<file path="config.mk">
export PLATFORM = sky130hd
export DESIGN_NAME = seg_sched
export DESIGN_NICKNAME = d
export VERILOG_FILES = /design/src/rtl/seg_sched.sv
export SDC_FILE = /design/constraint.sdc
export NUM_CORES = 1
export LEC_CHECK = 0
export CAP_MARGIN = 40
export CORE_UTILIZATION = 55
export CTS_CLUSTER_SIZE = 30
export DETAILED_ROUTE_END_ITERATION = 7
export PLACE_DENSITY = 0.79
export RECOVER_POWER = 100
export REMOVE_ABC_BUFFERS = 1
export SYNTH_ARGS = -nofsm -noshare
export SYNTH_HDL_FRONTEND = slang
export SYNTH_SLANG_ARGS = --single-unit
</file>
<file path="constraint.sdc">
create_clock -name clk -period 6.2 [get_ports clk]
set_clock_uncertainty 0.1 [all_clocks]
set_input_delay 0.93 -clock clk [delete_from_list [all_inputs] [get_ports clk]]
set_output_delay 0.93 -clock clk [all_outputs]
set_load 0.02 [all_outputs]
</file>
<file path="src/rtl/seg_sched.sv">
// seg_sched: shares one 8-digit 74HC595-driven hex display between four
// requesters. Each requester writes a 32-bit value into a shadow register;
// the value currently shown is the owner's working buffer.
//
// Ports
//   clk        single clock, all logic on posedge
//   rst        synchronous active-high reset
//   req_valid  per-requester data valid (4)
//   req_data   4 x 32-bit values, requester i at [32i+31:32i]
//   req_ready  per-requester ready, low while a written value is pending
//   auto_mode  1 = round-robin ownership every DWELL frames, 0 = key-stepped
//   key        raw asynchronous pushbutton
//   ds         595 serial data
//   shclk      595 shift clock
//   stclk      595 storage latch
//   owner      requester currently displayed
//   blank      high until any requester has loaded a value
//
// State  | meaning
// IDLE   | one cycle after reset release, before the first frame
// SHIFT  | shifting the 16-bit {sel, seg} word, 2 cycles per bit
// LATCH  | one-cycle storage latch pulse at the end of each digit

module seg_sched #(
  parameter int DWELL = 256
) (
  input  logic         clk,
  input  logic         rst,
  input  logic [3:0]   req_valid,
  input  logic [127:0] req_data,
  output logic [3:0]   req_ready,
  input  logic         auto_mode,
  input  logic         key,
  output logic         ds,
  output logic         shclk,
  output logic         stclk,
  output logic [1:0]   owner,
  output logic         blank
);

  typedef enum logic [1:0] {IDLE, SHIFT, LATCH} state_t;

  state_t      state;
  logic [2:0]  digit;
  logic [3:0]  bit_idx;
  logic        phase;

  logic [31:0] shadow [4];
  logic [3:0]  pending;
  logic [3:0]  loaded;
  logic [31:0] buffer;
  logic [15:0] count;
  logic        step;
  logic        key_s1, key_s2, key_s3;

  // active-low seven-segment pattern, bit 0 = decimal point
  function automatic logic [7:0] hex_seg(input logic [3:0] n);
    logic [7:0] s;
    case (n)
      4'h0: s = 8'h03;  4'h1: s = 8'h9F;  4'h2: s = 8'h25;  4'h3: s = 8'h0D;
      4'h4: s = 8'h99;  4'h5: s = 8'h49;  4'h6: s = 8'h41;  4'h7: s = 8'h1F;
      4'h8: s = 8'h01;  4'h9: s = 8'h09;  4'hA: s = 8'h11;  4'hB: s = 8'hC1;
      4'hC: s = 8'h63;  4'hD: s = 8'h85;  4'hE: s = 8'h61;  default: s = 8'h71;
    endcase
    return s;
  endfunction

  // {found, index} of the next loaded requester after cur, wrapping 3->0
  function automatic logic [2:0] next_loaded(input logic [1:0] cur,
                                             input logic [3:0] ld);
    logic [2:0] r;
    logic [1:0] idx;
    r = {1'b0, cur};
    for (int k = 1; k < 4; k++) begin
      idx = cur + 2'(k);
      if (ld[idx] && !r[2]) r = {1'b1, idx};
    end
    return r;
  endfunction

  assign req_ready = ~pending;

  logic       key_edge;
  logic [3:0] acc;
  assign key_edge = key_s2 & ~key_s3;
  assign acc      = req_valid & ~pending;

  // ---------------- frame boundary decision ----------------
  // The boundary is the first SHIFT cycle of digit 0, so the decision is
  // made on the cycle that transitions into it and registered on that edge.
  logic        at_bnd, frame_done;
  logic [2:0]  nl;
  logic [1:0]  lowest;
  logic [16:0] count_inc;
  logic [1:0]  bnd_owner;
  logic        bnd_change, bnd_blank;
  logic [15:0] bnd_count;
  logic [31:0] bnd_buf;
  logic [3:0]  bnd_clr;

  assign frame_done = (state == LATCH) && (digit == 3'd7);
  assign at_bnd     = (state == IDLE) || frame_done;
  assign nl         = next_loaded(owner, loaded);
  assign count_inc  = {1'b0, count} + 17'd1;

  always_comb begin
    lowest = 2'd0;
    for (int i = 3; i >= 0; i--)
      if (loaded[i]) lowest = 2'(i);
  end

  always_comb begin
    bnd_owner  = owner;
    bnd_change = 1'b0;
    bnd_blank  = blank;
    bnd_count  = count;
    bnd_buf    = buffer;
    bnd_clr    = 4'b0000;
    if (blank) begin
      bnd_count = 16'd0;
      if (|loaded) begin
        bnd_owner  = lowest;
        bnd_change = 1'b1;
        bnd_blank  = 1'b0;
      end
    end else if (auto_mode) begin
      if (frame_done) begin
        if (count_inc >= 17'(DWELL)) begin
          // with no other loaded requester the count is left where it is,
          // so the advance is retried at every following frame
          if (nl[2]) begin
            bnd_owner  = nl[1:0];
            bnd_change = 1'b1;
            bnd_count  = 16'd0;
          end
        end else begin
          bnd_count = count_inc[15:0];
        end
      end
    end else begin
      bnd_count = 16'd0;
      if (step && nl[2]) begin
        bnd_owner  = nl[1:0];
        bnd_change = 1'b1;
      end
    end

    if (bnd_change) begin
      bnd_buf            = shadow[bnd_owner];
      bnd_clr[bnd_owner] = 1'b1;
    end else if (!bnd_blank && pending[owner]) begin
      bnd_buf        = shadow[owner];
      bnd_clr[owner] = 1'b1;
    end
  end

  // ---------------- shift sequencing ----------------
  state_t      st_n;
  logic [2:0]  digit_n;
  logic [3:0]  bit_n;
  logic        phase_n;
  logic [31:0] buf_eff;
  logic        blank_eff;
  logic [2:0]  nib_idx;
  logic [3:0]  nib_val;
  logic [15:0] word_n;

  always_comb begin
    st_n    = state;
    digit_n = digit;
    bit_n   = bit_idx;
    phase_n = phase;
    case (state)
      IDLE: begin
        st_n    = SHIFT;
        digit_n = 3'd0;
        bit_n   = 4'd0;
        phase_n = 1'b0;
      end
      SHIFT: begin
        if (!phase) begin
          phase_n = 1'b1;
        end else begin
          phase_n = 1'b0;
          if (bit_idx == 4'd15) st_n = LATCH;
          else                  bit_n = bit_idx + 4'd1;
        end
      end
      LATCH: begin
        st_n    = SHIFT;
        digit_n = digit + 3'd1;
        bit_n   = 4'd0;
        phase_n = 1'b0;
      end
      default: st_n = IDLE;
    endcase
  end

  // digit 0 of a new frame must already show the post-boundary buffer
  assign buf_eff   = at_bnd ? bnd_buf   : buffer;
  assign blank_eff = at_bnd ? bnd_blank : blank;
  assign nib_idx   = 3'd7 - digit_n;
  assign nib_val   = buf_eff[{nib_idx, 2'b00} +: 4];
  assign word_n    = blank_eff ? 16'h00FF : {8'h80 >> digit_n, hex_seg(nib_val)};

  // ---------------- registers ----------------
  always_ff @(posedge clk) begin
    if (rst) begin
      state   <= IDLE;
      digit   <= 3'd0;
      bit_idx <= 4'd0;
      phase   <= 1'b0;
      ds      <= 1'b0;
      shclk   <= 1'b0;
      stclk   <= 1'b0;
      owner   <= 2'd0;
      blank   <= 1'b1;
      pending <= 4'b0000;
      loaded  <= 4'b0000;
      buffer  <= 32'd0;
      count   <= 16'd0;
      step    <= 1'b0;
      key_s1  <= 1'b0;
      key_s2  <= 1'b0;
      key_s3  <= 1'b0;
      for (int i = 0; i < 4; i++) shadow[i] <= 32'd0;
    end else begin
      state   <= st_n;
      digit   <= digit_n;
      bit_idx <= bit_n;
      phase   <= phase_n;

      case (st_n)
        SHIFT: begin
          stclk <= 1'b0;
          if (!phase_n) begin
            ds    <= word_n[4'd15 - bit_n];
            shclk <= 1'b0;
          end else begin
            shclk <= 1'b1;
          end
        end
        LATCH: begin
          shclk <= 1'b0;
          stclk <= 1'b1;
        end
        default: begin
          shclk <= 1'b0;
          stclk <= 1'b0;
        end
      endcase

      key_s1 <= key;
      key_s2 <= key_s1;
      key_s3 <= key_s2;

      // the boundary consumes the flag; an edge on that same cycle re-arms it
      if (!auto_mode) step <= (step & ~at_bnd) | key_edge;
      else            step <= 1'b0;

      if (at_bnd) begin
        owner  <= bnd_owner;
        blank  <= bnd_blank;
        buffer <= bnd_buf;
      end

      if (!auto_mode)  count <= 16'd0;
      else if (at_bnd) count <= bnd_count;

      pending <= (pending & ~(at_bnd ? bnd_clr : 4'b0000)) | acc;
      loaded  <= loaded | acc;
      for (int i = 0; i < 4; i++)
        if (acc[i]) shadow[i] <= req_data[32*i +: 32];
    end
  end

endmodule

</file>
==> results.sh, run 1 <==
export IMPL_peakVddDrop_v=0.000172
export IMPL_core_area_um2=20300
export IMPL_arrival_ns=5.88
export IMPL_drtAntennaViolNets=0
export IMPL_dp_cells=1477
export IMPL_area_growth_pct=21.3
export IMPL_antenna_found_initial=0
export IMPL_antennaDiodeCount=0
export IMPL_fp_dieW_um=146
export IMPL_crit_type="flip-flop to flip-flop"
export IMPL_synthesis_area_um2=11400
export IMPL_io_pin_count=146
export IMPL_fin_crit_sh_pct=89.9
export IMPL_vias_per_cell=6.22
export IMPL_power_density_nw_per_um2=271
export IMPL_clkTransAtPathRegs_ns=0.06
export IMPL_wl_per_cell_um=21.4
export IMPL_cts_root_buf="clkbuf_16"
export IMPL_synth_cell_types=86
export IMPL_grt_pass1_wl_um=50800
export IMPL_setup_violations=0
export IMPL_start_util_pct=56.3
export IMPL_design_die_area_um2=21400
export IMPL_period_needed_ns=5.58
export IMPL_numCtsBuffers=22
export IMPL_synthCells=1094
export IMPL_status="complete, but fails checks"
export IMPL_htree_levels=1
export IMPL_worstHoldPathCells=1
export IMPL_synthFlopType="edfxtp_1"
export IMPL_setup_tns_ns=0
export IMPL_ys_ff_latch=206
export IMPL_cap_violations=3
export IMPL_place_hpwl_um=22300
export IMPL_fin_nets=1382
export IMPL_p_int_mw=2.69
export IMPL_die_h_um=146
export IMPL_drtIter0Drc=1018
export IMPL_slew_headroom_pct=-77.8
export IMPL_rsz0062_at_grt="false"
export IMPL_synth_edff_count=128
export IMPL_yosys_warnings=0
export IMPL_p_clk_share_pct=34.5
export IMPL_synth_avg_cell_area_um2=10.4
export IMPL_r2r_start="owner[0]"
export IMPL_row_count=52
export IMPL_power_frac_comb_pct=21.4
export IMPL_drv_slew=86
export IMPL_cp_max_fo=20
export IMPL_hold_start="key_s1"
export IMPL_end_kind="flip-flop"
export IMPL_io_buffers=145
export IMPL_hold_end="key_s2"
export IMPL_cpMostUsedCell="o211ai_1"
export IMPL_clock_latency_ns=0.52
export IMPL_cp_start_kind="flip-flop"
export IMPL_finalHoldViolCount=0
export IMPL_firstDrtPassIters=6
export IMPL_vias=9432
export IMPL_final_cell_mix="clkdlybuf4s50_1 (134), edfxtp_1 (128), nor2_1 (93), and2_0 (88), dfxtp_1 (77)"
export IMPL_fin_cells=1517
export IMPL_track_usage_pct=30.5
export IMPL_final_common_cell="clkdlybuf4s50_1"
export IMPL_max_clock_freq_ghz=0.179
export IMPL_cts_sinks=206
export IMPL_r2r_slack_ns=0.62
export IMPL_async_flop_share_pct=0
export IMPL_p_leak_nw=5.08
export IMPL_cts_tree="built"
export IMPL_drive_gt1_share_pct=10.5
export IMPL_r2r_cells=20
export IMPL_yosysSeqAreaShare_pct=47.3
export IMPL_cts_path_max_buffers=3
export IMPL_cts_hold_buf=0
export IMPL_failed_checks="max-capacitance violations, max-slew violations"
export IMPL_critPathMaxStageDelay_ns=0.63
export IMPL_path_cells="inv_1, ha_1, a21oi_1, o21ai_0, or2_0, nor3_2, mux2_1, o21ai_0, o221ai_1, a22oi_1, nand2b_1, a21boi_0, a211oi_2, inv_2, ha_1, inv_1, o211ai_1, o211ai_1, o211ai_1, a32o_1"
export IMPL_drc=0
export IMPL_p_sw_share_pct=28.5
export IMPL_gp_congestion=0.961
export IMPL_worst_slew_pin_slew_ns=2.67
export IMPL_reg2reg_to="ds"
export IMPL_grt_ovfl_total=0
export IMPL_post_cts_buffers=0
export IMPL_wl_um=32500
export IMPL_postCtsResizedCells=0
export IMPL_grt_max_degree=53
export IMPL_seq_power_share_pct=44.1
export IMPL_switchingPower_mw=1.07
export IMPL_grt_pass1_vias=9213
export IMPL_hold_path_class="flip-flop to flip-flop"
export IMPL_required_ns=6.50
export IMPL_cp_slowest_cell="mux2_1"
==> worst max-delay path, delay by kind of cell, from the launching register on <==
family / cells / cell delay [ns]
adders and majority gates: 2 / 0.62
and+or+nand+nor: 3 / 0.54
AOI/OAI and AO/OA: 11 / 2.47
buffers and inverters: 3 / 0.47
DFF: 1 / 0.62
muxes: 1 / 0.63
==> power groups by stage <==
stage               Sequential (mW)  Combinational [mW]  Clock [mW]
global placement               1.68               0.784           0
finish                         1.66               0.804        1.30
floorplan                      1.66               0.480           0
CTS                            1.66               0.802        1.31
global route                   1.67               0.867        1.36
detailed placement             1.68               0.798           0
==> state kept, by name, indices dropped and copies added, names as in the netlist, named ones only <==
signal,cells
phase,1
shclk,1
key_s3,1
buffer,32
blank,1
bit_idx,4
ds,1
loaded,4
key_s2,1
owner,2
key_s1,1
shadow,128
pending,4
step,1
digit,3
stclk,1
count,16
state,2
==> area by class of cell <==
cell class                 instances  area [um2]
fill                            1594        6440
multi-input combinational        802        5670
sequential                       206        5410
timing repair buffer             181        1680
clock buffer                      31         594
tap                              270         338
clock inverter                     9         109
inverter                          18        67.6
==> layer usage <==
layer,vias to the layer above,GRT usage [%],routed length (um)
met4,0,13.1,1300
met1,4516,41.3,13300
met2,486,49.4,15400
li1,4342,-,-
met3,88,4.13,2520
met5,-,0,0
==> metrics by stage <==
stage | area, um2 | util [%] | power, mW | hold WS, ns | setup slack (ns)
after floorplan | 11100 | - | 2.14 | 0.314 | 1.15
after global placement | 13200 | 64.9 | 2.46 | 0.322 | 0.629
after detailed placement | 13200 | 65.0 | 2.48 | 0.332 | 0.564
after CTS | 13900 | 68.5 | 3.77 | 0.346 | 1.06
after global routing | 13900 | 68.3 | 3.90 | 0.373 | 0.396
final | 13900 | 68.3 | 3.76 | 0.342 | 0.623
==> Yosys cell counts (4+ instances only) <==
library cell,count,area [um2]
xor2_1,5,43.8
mux2i_1,27,270
a21boi_0,4,30.0
and3_1,20,125
nand2_1,76,285
o21ai_1,5,25.0
nor2b_1,9,56.3
nor3_1,13,65.1
o21ai_0,47,235
a22o_1,11,96.3
ha_1,15,188
nor2_1,97,364
buf_2,18,90.1
o221a_2,5,56.3
a211oi_1,18,135
inv_1,16,60.1
mux2_2,14,158
o211ai_1,9,67.6
nor3b_1,7,52.6
a21o_1,7,52.6
dfxtp_1,78,1560
xnor2_1,14,123
nand2b_1,7,43.8
nand4_1,6,37.5
o221ai_1,4,35.0
o31a_1,4,35.0
clkbuf_1,45,169
edfxtp_1,128,3840
mux4_2,33,743
nand3_1,37,185
mux2_1,4,45.0
a21oi_1,43,215
a31oi_1,15,93.8
or3_1,7,43.8
o21a_1,5,37.5
a22oi_1,20,150
and2_1,137,857
o22ai_1,11,68.8
a211o_1,5,43.8
==> how the worst max path moves through the flow <==
stage	from	to
floorplan	owner[0]	ds
global placement	auto_mode	ds
detailed placement	auto_mode	ds
CTS	owner[0]	ds
global route	owner[0]	ds
finish	owner[0]	ds
==> cell families (layout without fill, tap and decap cells) <==
logic type,after synthesis,after routing,synth area share [%]
AND/OR/NAND/NOR,433,433,19.9
AO/OA/AOI/OAI,254,254,15.4
multiplexers,80,80,11.0
buffers and inverters,86,239,3.15
flip-flops,206,206,47.3
adder cells (fa/ha/maj),15,15,1.64
XOR/XNOR,20,20,1.60
Note: power is estimated with default switching activity, not from simulation.
==> run 2: changes to the inputs <==
--- a/config.mk
+++ b/config.mk
@@ -9,6 +9,7 @@
 export CORE_UTILIZATION = 55
 export CTS_CLUSTER_SIZE = 30
 export DETAILED_ROUTE_END_ITERATION = 7
+export GPL_TIMING_DRIVEN = 0
 export PLACE_DENSITY = 0.79
 export RECOVER_POWER = 100
 export REMOVE_ABC_BUFFERS = 1
==> results.sh, run 2 (synthesis results as in run 1) <==
export IMPL_cp_start_kind="primary input"
export IMPL_end_kind="flip-flop"
export IMPL_antennaDiodeCount=0
export IMPL_clkTransAtPathRegs_ns=0.06
export IMPL_cp_num_buf_inv=3
export IMPL_cts_root_buf="clkbuf_16"
export IMPL_placedInstanceArea_um2=13300
export IMPL_cp_slowest_cell="clkdlybuf4s50_1"
export IMPL_wl_um=32500
export IMPL_grt_pass1_vias=9313
export IMPL_final_cell_mix="clkdlybuf4s50_1 (135), edfxtp_1 (128), nor2_1 (97), and2_0 (97), nand2_1 (76)"
export IMPL_drtAntennaViolNets=0
export IMPL_hold_start="key_s1"
export IMPL_power_frac_comb_pct=20.8
export IMPL_final_cell_area_um2=13900
export IMPL_p_sw_share_pct=28.5
export IMPL_cts_sinks=206
export IMPL_worst_slew_pin_slew_ns=2.09
export IMPL_r2r_slack_ns=0.34
export IMPL_holdWs_ns=0.356
export IMPL_cap_violations=3
export IMPL_status="complete, but fails checks"
export IMPL_top_regs="shadow: 128 flops, buffer: 32 flops, count: 16 flops"
export IMPL_required_ns=6.50
export IMPL_antenna_found_initial=0
export IMPL_cpLargestDelayFamily="compound AO/OA/AOI/OAI gates"
export IMPL_gp_congestion=0.922
export IMPL_p_clk_share_pct=36.7
export IMPL_failed_checks="max-capacitance violations, max-slew violations"
export IMPL_grt_pass1_wl_um=50700
export IMPL_drive_gt1_share_pct=10.1
export IMPL_numCtsBuffers=23
export IMPL_row_count=52
export IMPL_grt_max_degree=41
export IMPL_cts_path_max_buffers=3
export IMPL_switchingPower_mw=1.11
export IMPL_slew_headroom_pct=-39.5
export IMPL_cp_max_fo=35
export IMPL_totalPowerFinal_mw=3.89
export IMPL_track_usage_pct=30.3
export IMPL_clock_latency_ns=0.53
export IMPL_critPathMaxStageDelay_ns=0.62
export IMPL_drc=0
export IMPL_area_growth_pct=21.9
export IMPL_finalHoldViolCount=0
export IMPL_place_hpwl_um=22600
export IMPL_post_cts_buffers=0
export IMPL_p_leak_nw=5.08
export IMPL_fin_crit_sh_pct=94.6
export IMPL_firstDrtPassIters=6
export IMPL_r2r_start="owner[0]"
export IMPL_period_needed_ns=5.86
export IMPL_cts_tree="built"
export IMPL_wl_per_cell_um=21.6
export IMPL_setup_violations=0
export IMPL_path_cells="clkdlybuf4s50_1, nand2_1, o22ai_1, o211ai_1, or2_0, nand2_1, and2_1, nand2_4, a211oi_1, a211o_1, o221ai_1, a21boi_0, a211oi_2, inv_2, ha_1, inv_1, o211ai_1, o211ai_1, o211ai_1, a32o_1"
export IMPL_drtIter0Drc=971
export IMPL_htree_levels=1
export IMPL_fin_nets=1371
export IMPL_core_area_um2=20300
export IMPL_rsz0062_at_grt="false"
export IMPL_peakVddDrop_v=0.000221
export IMPL_power_density_nw_per_um2=280
export IMPL_final_util_pct=68.6
export IMPL_final_common_cell="clkdlybuf4s50_1"
export IMPL_drv_slew=83
export IMPL_largest_reg_flops=128
export IMPL_io_buffers=145
export IMPL_seq_power_share_pct=42.5
export IMPL_die_h_um=146
export IMPL_arrival_ns=6.16
export IMPL_io_pin_count=146
export IMPL_vias=9561
export IMPL_p_int_mw=2.78
export IMPL_vias_per_cell=6.34
export IMPL_startpoint="auto_mode"
export IMPL_max_clock_freq_ghz=0.171
export IMPL_hold_path_class="flip-flop to flip-flop"
export IMPL_start_util_pct=56.3
export IMPL_regMostFlops="shadow"
export IMPL_design_die_area_um2=21400
export IMPL_fp_dieW_um=146
export IMPL_setup_tns_ns=0
export IMPL_grt_ovfl_total=0
export IMPL_cpMostUsedCell="o211ai_1"
export IMPL_crit_type="primary input to flip-flop"
run 2: cell types whose count changed in the layout (fill, tap and decap cells not counted), moves of 3 or more:
cell,before,now
buf_4,24,5
and2_0,88,97
and2_1,49,40
buf_8,0,4
nor2_1,93,97
nor2_2,4,0
clkbuf_16,22,25
clkbuf_2,4,1
run 2: timing repair:
item / in CTS / in global routing
hold buffers: 0 / 0
resized for setup: 0 / 2
setup endpoints to repair: 0 / 1
endpoints found under the hold margin: 0 / 0
run 2: final cells by class:
cell class              instances  area, um2
clock inverters                10        128
repair buffers                169       1650
multi-input cells             802       5660
flip-flops and latches        206       5410
fillers                      1582       6370
inverters                      18       67.6
well taps                     270        338
clock buffers                  32        676
run 2: path summary, 6_finish.rpt:
path / to / cells past startpoint
max: ds / 20
min: key_s2 / 1
max reg2reg: ds / 19
min reg2reg: key_s2 / 1
run 2: per-layer routing:
layer	wire [um]	global-route usage, %	vias up
met5	0	0	-
met4	1340	13.5	0
met3	3020	4.84	109
met2	15300	49.8	589
met1	12800	39.6	4531
li1	-	-	4332
run 2: power by group through the flow:
stage,combinational (mW),clock (mW),sequential (mW)
2_1_floorplan,0.480,0,1.66
3_3_place_gp,0.749,0,1.69
3_5_place_dp,0.811,0,1.68
4_1_cts,0.816,1.43,1.65
5_1_grt,0.864,1.48,1.67
6_report,0.809,1.43,1.66
run 2: per-stage QoR:
stage	std cells	worst slack (ns)
after floorplan	1026	1.15
after global placement	1441	-0.477
after detailed placement	1465	-0.0875
after CTS	1507	0.297
after global routing	1507	0.0668
final	1507	0.336
run 2: worst register-to-register path, delay by kind of cell (launching register included):
family                     cells  cell delay [ns]
muxes                          2             0.88
and+or+nand+nor                3             0.80
buffers and inverters          2             0.23
AOI/OAI and AO/OA             11             2.90
DFF                            1             0.59
adders and majority gates      1             0.25
==> run 3: changes to the inputs <==
--- a/config.mk
+++ b/config.mk
@@ -7,10 +7,11 @@
 export LEC_CHECK = 0
 export CAP_MARGIN = 40
 export CORE_UTILIZATION = 55
+export CTS_CLUSTER_DIAMETER = 120
 export CTS_CLUSTER_SIZE = 30
 export DETAILED_ROUTE_END_ITERATION = 7
 export GPL_TIMING_DRIVEN = 0
-export PLACE_DENSITY = 0.79
+export PLACE_DENSITY_LB_ADDON = 0.2
 export RECOVER_POWER = 100
 export REMOVE_ABC_BUFFERS = 1
 export SYNTH_ARGS = -nofsm -noshare
==> results.sh, run 3 (synthesis results as in run 1) <==
export IMPL_status="complete, but fails checks"
export IMPL_failed_checks="max-capacitance violations, max-slew violations"
export IMPL_period_needed_ns=5.83
export IMPL_design_die_area_um2=21400
export IMPL_antennaDiodeCount=0
export IMPL_power_density_nw_per_um2=242
export IMPL_clock_latency_ns=0.49
export IMPL_gp_congestion=0.939
export IMPL_r2r_cells=20
export IMPL_fp_dieW_um=146
export IMPL_grt_ovfl_total=0
export IMPL_required_ns=6.49
export IMPL_p_sw_share_pct=29.9
export IMPL_cts_root_buf="clkbuf_16"
export IMPL_cp_slowest_cell="dlygate4sd3_1"
export IMPL_p_leak_nw=4.86
export IMPL_clkTransAtPathRegs_ns=0.12
export IMPL_cts_hold_buf=0
export IMPL_die_h_um=146
export IMPL_cpMostUsedCell="o211ai_1"
export IMPL_finalHoldViolCount=0
export IMPL_power_frac_comb_pct=24.9
export IMPL_vias_per_cell=6.35
export IMPL_peakVddDrop_v=0.000232
export IMPL_top_regs="shadow: 128 flops, buffer: 32 flops, count: 16 flops"
export IMPL_place_hpwl_um=22200
export IMPL_worst_slew_pin_slew_ns=1.93
export IMPL_start_util_pct=56.3
export IMPL_core_area_um2=20300
export IMPL_path_cells="dlygate4sd3_1, nand2_1, o22ai_1, o211ai_1, or2_1, nand2_1, nand2_1, nor2_1, buf_4, mux2i_1, a21oi_1, o22a_1, a211oi_1, a211oi_2, inv_2, ha_1, inv_1, o211ai_1, o211ai_1, o211ai_1, a32o_1"
export IMPL_track_usage_pct=29.6
export IMPL_worstHoldPathCells=1
export IMPL_drv_slew=40
export IMPL_fin_crit_sh_pct=94.0
export IMPL_grt_pass1_wl_um=49500
export IMPL_switchingPower_mw=0.974
export IMPL_end_kind="flip-flop"
export IMPL_largest_reg_flops=128
export IMPL_cts_sinks=206
export IMPL_io_pin_count=146
export IMPL_vias=9401
export IMPL_grt_max_degree=40
export IMPL_io_buffers=145
export IMPL_arrival_ns=6.12
export IMPL_setup_violations=0
export IMPL_hold_path_class="flip-flop to flip-flop"
export IMPL_max_clock_freq_ghz=0.172
export IMPL_numCtsBuffers=10
export IMPL_firstDrtPassIters=7
export IMPL_wl_um=31700
export IMPL_drc=0
export IMPL_drive_gt1_share_pct=8.10
export IMPL_cp_start_kind="primary input"
export IMPL_grt_pass1_vias=9137
export IMPL_final_common_cell="clkdlybuf4s50_1"
export IMPL_seq_power_share_pct=50.7
export IMPL_layout_filler_cells=1613
export IMPL_wl_per_cell_um=21.4
export IMPL_critPathMaxStageDelay_ns=0.70
export IMPL_cts_tree="built"
export IMPL_fin_nets=1357
export IMPL_cts_path_max_buffers=3
export IMPL_row_count=52
export IMPL_cap_violations=1
export IMPL_final_cell_mix="clkdlybuf4s50_1 (134), edfxtp_1 (128), nor2_1 (97), and2_0 (83), nand2_1 (76)"
export IMPL_rsz0062_at_grt="false"
export IMPL_p_int_mw=2.29
export IMPL_drtIter0Drc=1062
export IMPL_p_clk_share_pct=24.4
export IMPL_crit_type="primary input to flip-flop"
export IMPL_antenna_found_initial=0
export IMPL_drtAntennaViolNets=0
export IMPL_area_growth_pct=18.0
export IMPL_slew_headroom_pct=-29.0
export IMPL_setup_tns_ns=0
export IMPL_cp_max_fo=20
export IMPL_regMostFlops="shadow"
export IMPL_htree_levels=1
export IMPL_holdWs_ns=0.365
run 3: routing by layer:
metal / wire length, um / GRT usage (%)
met5: 0 / 0
met4: 1330 / 13.0
met3: 2400 / 3.53
met2: 15200 / 48.8
met1: 12800 / 39.4
run 3: cell type report:
type,count,area [um2],share of cell area (%)
tap,270,338,2.51
sequential,206,5410,40.1
multi-input combinational,802,5660,42.0
timing repair buffer,168,1690,12.5
clock buffer,16,315,2.34
inverter,18,67.6,0.501
run 3: power by group through the flow:
stage                     combinational, mW  clock [mW]  sequential [mW]
after floorplan                       0.480           0             1.66
after global placement                0.749           0             1.69
after detailed placement              0.814           0             1.68
after CTS                             0.818       0.802             1.65
after global routing                  0.868       0.838             1.66
final                                 0.813       0.795             1.65
run 3: worst max-delay path, delay by kind of cell:
kind | cells | cell delay (ns)
AND/OR/NAND/NOR | 5 | 1.51
AO/OA/AOI/OAI | 10 | 2.09
adder cells (fa/ha/maj) | 1 | 0.24
buffers and inverters | 4 | 1.21
multiplexers | 1 | 0.11
run 3: repair_timing:
action / CTS / global route
gates resized for setup: 0 / 2
endpoints found under the setup margin: 0 / 1
setup buffers: 0 / 0
run 3: final timing paths:
check | slack, ns | to | startpoint
setup / recovery | 0.37 | ds | auto_mode
hold / removal | 0.37 | key_s2 | key_s1
setup reg to reg | 0.41 | ds | owner[0]
hold reg to reg | 0.37 | key_s2 | key_s1
run 3: stage by stage:
stage / power (mW) / utilization [%] / cells / worst slack [ns] / cell area [um2]
after global placement: 2.44 / 63.7 / 1441 / -0.339 / 12900
final: 3.26 / 66.4 / 1480 / 0.371 / 13500
after floorplan: 2.14 / - / 1026 / 1.15 / 11100
after CTS: 3.27 / 67.2 / 1480 / 0.300 / 13600
after global routing: 3.37 / 66.4 / 1480 / 0.152 / 13500
after detailed placement: 2.49 / 65.7 / 1464 / 0.151 / 13300
